[src/rtl/axis_data_upsizer.sv]
// AXI-Stream width upsizer: packs RATIO narrow beats into one wide beat, little-endian,
// with tlast closing a short word early and tkeep marking the filled lanes.
module axis_data_upsizer #(
  parameter int unsigned BUS_WIDTH = 2,
  parameter int unsigned RATIO     = 2
) (
  input  logic                           aclk,
  input  logic                           arst,
  input  logic                           s_axis_tvalid,
  output logic                           s_axis_tready,
  input  logic [BUS_WIDTH*8-1:0]         s_axis_tdata,
  input  logic [BUS_WIDTH-1:0]           s_axis_tkeep,
  input  logic                           s_axis_tlast,
  output logic                           m_axis_tvalid,
  input  logic                           m_axis_tready,
  output logic [BUS_WIDTH*RATIO*8-1:0]   m_axis_tdata,
  output logic [BUS_WIDTH*RATIO-1:0]     m_axis_tkeep,
  output logic                           m_axis_tlast
);

  localparam int unsigned LANE_W = BUS_WIDTH * 8;
  localparam int unsigned DATA_W = LANE_W * RATIO;
  localparam int unsigned KEEP_W = BUS_WIDTH * RATIO;
  localparam int unsigned SLOT_W = $clog2(RATIO);
  localparam logic [SLOT_W-1:0] LAST_SLOT = SLOT_W'(RATIO - 1);

  logic [SLOT_W-1:0] slot;
  logic              accept;
  logic              word_done;
  logic [DATA_W-1:0] data_nxt;
  logic [KEEP_W-1:0] keep_nxt;

  // Handshake decode and in-place lane merge; slot 0 starts a fresh, zeroed word.
  always_comb begin
    s_axis_tready = !arst && (!m_axis_tvalid || m_axis_tready);
    accept        = s_axis_tvalid && s_axis_tready;
    word_done     = accept && ((slot == LAST_SLOT) || s_axis_tlast);
    data_nxt      = (slot == '0) ? '0 : m_axis_tdata;
    keep_nxt      = (slot == '0) ? '0 : m_axis_tkeep;
    data_nxt[32'(slot) * LANE_W +: LANE_W]    = s_axis_tdata;
    keep_nxt[32'(slot) * BUS_WIDTH +: BUS_WIDTH] = s_axis_tkeep;
  end

  always_ff @(posedge aclk or posedge arst) begin
    if (arst) begin
      slot          <= '0;
      m_axis_tvalid <= 1'b0;
      m_axis_tdata  <= '0;
      m_axis_tkeep  <= '0;
      m_axis_tlast  <= 1'b0;
    end else begin
      if (m_axis_tvalid && m_axis_tready) begin
        m_axis_tvalid <= 1'b0;
      end
      if (accept) begin
        m_axis_tdata <= data_nxt;
        m_axis_tkeep <= keep_nxt;
        m_axis_tlast <= s_axis_tlast;
        if (word_done) begin
          slot          <= '0;
          m_axis_tvalid <= 1'b1;
        end else begin
          slot <= slot + SLOT_W'(1);
        end
      end
    end
  end

endmodule

[config.mk]
export PLATFORM = sky130hd
export DESIGN_NAME = axis_data_upsizer
export DESIGN_NICKNAME = d
export VERILOG_FILES = /design/src/rtl/axis_data_upsizer.sv
export SDC_FILE = /design/constraint.sdc
export NUM_CORES = 1
export LEC_CHECK = 0
export ABC_AREA = 1
export CAP_MARGIN = 10
export CELL_PAD_IN_SITES_DETAIL_PLACEMENT = 2
export CELL_PAD_IN_SITES_GLOBAL_PLACEMENT = 2
export CORE_UTILIZATION = 25
export DETAILED_ROUTE_END_ITERATION = 7
export GPL_ROUTABILITY_DRIVEN = 0
export PLACE_DENSITY = 0.79
export RECOVER_POWER = 25
export SLEW_MARGIN = 20
export SYNTH_ARGS = -nofsm -noshare
export SYNTH_HDL_FRONTEND = slang
export SYNTH_SLANG_ARGS = --single-unit
[constraint.sdc]
create_clock -name aclk -period 1.38 [get_ports aclk]
set_input_delay 0.276 -clock aclk [delete_from_list [all_inputs] [get_ports aclk]]
set_output_delay 0.276 -clock aclk [all_outputs]
set_load 0.01 [all_outputs]
# Yosys cells after proc, flatten, opt, wreduce, memory -nomap -nowiden
# Cells that the tools add are included.
# op_classes
n_mux	8
n_shift	4
add_sub_neg	3
reduce_logical	8
# ops
op	count
2-bit negator with 34-bit output	1
5-bit negator with 34-bit output	1
16-bit by 34-bit variable shift with 32-bit output, first input constant	1
2-bit by 34-bit variable shift with 4-bit output, first input constant	1
16-bit by 34-bit variable part select with 32-bit output	1
2-bit by 34-bit variable part select with 4-bit output	1
32-bit bitwise mux	1
32-bit 2-to-1 mux	1
4-bit bitwise mux	1
1-bit logical AND	4
1-bit 2-to-1 mux	4
4-bit 2-to-1 mux	1
1-bit zero test	2
1-bit logical OR	2
1-bit adder, second input constant	1
# word_totals
regBits	39
word_cells	28
input_bits	23

# Logic depth before layout (Yosys ltp)
# logic_depth
ltp_word	7
ltp_mapped	7

# Worst setup path after synthesis
# OpenSTA, ideal clock, no wires.
# synth_timing
path_kind	in2reg
startpoint	input arst
endpoint	register m_axis_tdata[17]
path_stages	6
arrival_time_ps	1342
t_required_ps	1259
path_slack_ps	-82
cell_sequence	inv_2 nand3_2 buf_6 buf_6 nand2_1 o21ai_1
# synth_between
elab_chain_cells	3
# synth_lines
element	line_no	source
start: declaration	8	input logic arst,
1-bit zero test (no line)	--	
1-bit logical AND	35	s_axis_tready = !arst && (!m_axis_tvalid || m_axis_tready);
1-bit logical AND	36	accept = s_axis_tvalid && s_axis_tready;
end signal: assignment	56	m_axis_tdata <= data_nxt;
end: declaration	16	output logic [BUS_WIDTH*RATIO*8-1:0] m_axis_tdata,
# Every way passes these cells.
# A chain may end at the register's enable or synchronous reset.

# Worst setup path after layout
# layout_timing
startpoint	register m_axis_tvalid
endpoint	output m_axis_tvalid
# layout_lines
element	line_no	source
start: declaration	14	output logic m_axis_tvalid,
start signal: assignment	47	m_axis_tvalid <= 1'b0;
start signal: assignment	53	m_axis_tvalid <= 1'b0;
start signal: assignment	61	m_axis_tvalid <= 1'b1;
# No word-level cell between the ends.

==> impl_metrics.csv <==
group,metric,value,unit
run_status,status,"finished, final reports clean",
global_routing,track_usage,0.159,
cells_and_area,syn_to_final_growth,46.1,%
sta,relSlewSlack,0.535,
pwr,p_comb_frac,0.331,
pwr,p_seq_frac,0.466,
detailed_routing,drtPass1Iterations,4,
floorplanning,start_util,0.258,
detailed_routing,vias_per_cell,4.65,
worst_hold_path,hold_path_class,"flop to flop",
placed_design,place_inst,314,
synth,syn_inst,176,
worst_setup_path,critPathLaunchType,"flop",
worst_setup_path,cp_max_fo,2,
synth,synth_area,0.00164,mm2
synth,syn-mean-instance-area,9.32,um2
synth,ys_seq_elements,39,
floorplanning,core_area,0.00635,mm2
sta,setup_violations,0,
synth,yosysUniqueCellTypes,16,
run,maxCapViolCount,0,
pwr,swShare,0.331,
detailed_routing,vias,1492,
detailed_routing,ant_nets,0,
cts,cts_buffers,5,
worst_setup_path,cp.required,1100,ps
pwr,clock_power_share,0.203,
detailed_routing,post-route-drc-count,0,
cts,clock_latency,290,ps
floorplanning,num_rows,29,
pwr,intPower,0.00229,W
cts,clock_path_buffers,2,
detailed_routing,routed_wl,5150,um
floorplanning,die_h,83,um
floorplanning,io_pins,62,
worst_setup_path,critPathKind,"flop to primary output",
synth,syn_nets,199,
sta,finClkSkew,5.47,ps
cells_and_area,nFillCells,721,
floorplanning,die_w,83,um
cells_and_area,diodes,0,
worst_setup_path,r2r_slack,80,ps
cells_and_area,seq_area,976,um2
pwr,pwr_density_cell,1430,mW/mm2
cells_and_area,drive_gt1_frac,0.0984,
floorplanning,dieArea,0.00689,mm2
global_routing,antenna_found_initial,0,
pwr,power.switching,0.00113,W
worst_setup_path,end_kind,"primary output",
cts,clock_sinks,39,
global_routing,grt_max_degree,39,
global_routing,grt_overflow,0,
cells_and_area,multi_input_comb_area,548,um2
detailed_routing,drt_iter0_drc,78,
placed_design,dp_hpwl,3780,um
detailed_routing,wl_per_cell,16.0,um
pwr,ir_drop,0.525,mV
synth,seq_area_frac_synth,0.595,
cts,ctsHoldBuffers,0,
global_routing,grt_pass1_vias,1602,
sta,post-route-min-period,1330,ps
pwr,total_power,0.00342,W
cells_and_area,final_cells,321,
sta,fmax,0.750,GHz
sta,worstMarginPinSlew,698,ps
sta,maxSlewViolCount,0,
cells_and_area,final_common_cell,"nand2_1",
worst_setup_path,cp.arrival,1060,ps
cells_and_area,layout_common_cells,"77 x nand2_1, 39 x dfrtp_1, 38 x dlygate4sd2_1",
global_routing,grt_pass1_wl,8470,um
sta,report.final.hold_viol_count,0,
placed_design,io_buffers,61,
synth,ys_warn_count,0,
cells_and_area,utilization,0.378,
cts,cts_tree,"yes",
cts,htree_levels,2,
cells_and_area,nets,268,
sta,timing.final.crit_share,0.966,
cts,root_buffer,"clkbuf_8",
pwr,p_leak,1.24,nW
cts,clk_pin_slew,70,ps
[metal layers]
| metal | vias to the layer above | track usage | share of wire |
|---|---|---|---|
| li1 | 715 | - | - |
| met5 | - | 0 | 0 |
| met1 | 735 | 0.208 | 0.45 |
| met2 | 36 | 0.259 | 0.50 |
| met4 | 0 | 0.0611 | 0.015 |
| met3 | 6 | 0.0308 | 0.032 |
[power by group through the flow]
stage / registers (W) / logic (W) / clock network (W)
4_1_cts: 0.00160 / 0.00114 / 0.000729
2_1_floorplan: 0.00173 / 0.000421 / 0
6_report: 0.00159 / 0.00113 / 0.000695
3_5_place_dp: 0.00163 / 0.00133 / 0
3_3_place_gp: 0.00162 / 0.00129 / 0
5_1_grt: 0.00163 / 0.00125 / 0.000767
[worst max-delay path, cell delays in order, from the launching register on]
cell	delay, ps
dfrtp_1	400
buf_4	150
clkdlybuf4s15_1	220
[state kept, by name, summed over array words and instances, names as in the netlist]
| signal | flops |
|---|---|
| m_axis_tkeep | 4 |
| slot | 1 |
| m_axis_tdata | 32 |
| m_axis_tvalid | 1 |
| m_axis_tlast | 1 |
[repair_timing]
item / in CTS / in global routing
pin swaps: 0 / 1
resized for setup: 46 / 4
setup buffers: 1 / 0
setup endpoints to repair: 39 / 4
[Yosys cell counts, drive strengths merged]
cell / number / area share
buf: 12 / 0.059
nand3: 2 / 0.0092
nand2: 78 / 0.18
a21oi: 1 / 0.0030
dfrtp: 39 / 0.59
nand4: 19 / 0.082
inv: 5 / 0.011
clkbuf: 1 / 0.0030
o21ai: 19 / 0.058
[cells by family after synthesis]
kind of cell           Yosys count  synth area share
DFF                             39             0.595
buffers and inverters           18            0.0732
AOI/OAI and AO/OA               20            0.0610
and+or+nand+nor                 99             0.271
[final timing paths]
path | from | to | cells past startpoint
max | m_axis_tvalid | m_axis_tvalid | 2
min | m_axis_tkeep[3] | m_axis_tkeep[3] | 2
max reg2reg | m_axis_tvalid | slot | 7
min reg2reg | m_axis_tkeep[3] | m_axis_tkeep[3] | 2
max in group asynchronous | arst | m_axis_tdata[23] | 4
min in group asynchronous | arst | slot | 4
[metrics by stage]
stage                     setup slack (ps)  area [um2]  setup TNS [ps]  hold WS (ps)
after global routing                 -1.92        2400           -3.13           510
final                                 47.1        2400               0           482
after detailed placement              -500        2360           -8480           471
after CTS                             17.3        2400               0           486
after floorplan                        155        1640               0           165
after global placement                -496        2360           -7350           463
[cell type report]
cell class	instances	area share
flip-flops and latches	39	0.407
clock buffers	6	0.0303
repair buffers	75	0.285
well taps	77	0.0402
inverters	5	0.00835
multi-input cells	119	0.229
Note: power is estimated with default switching activity, not from simulation.
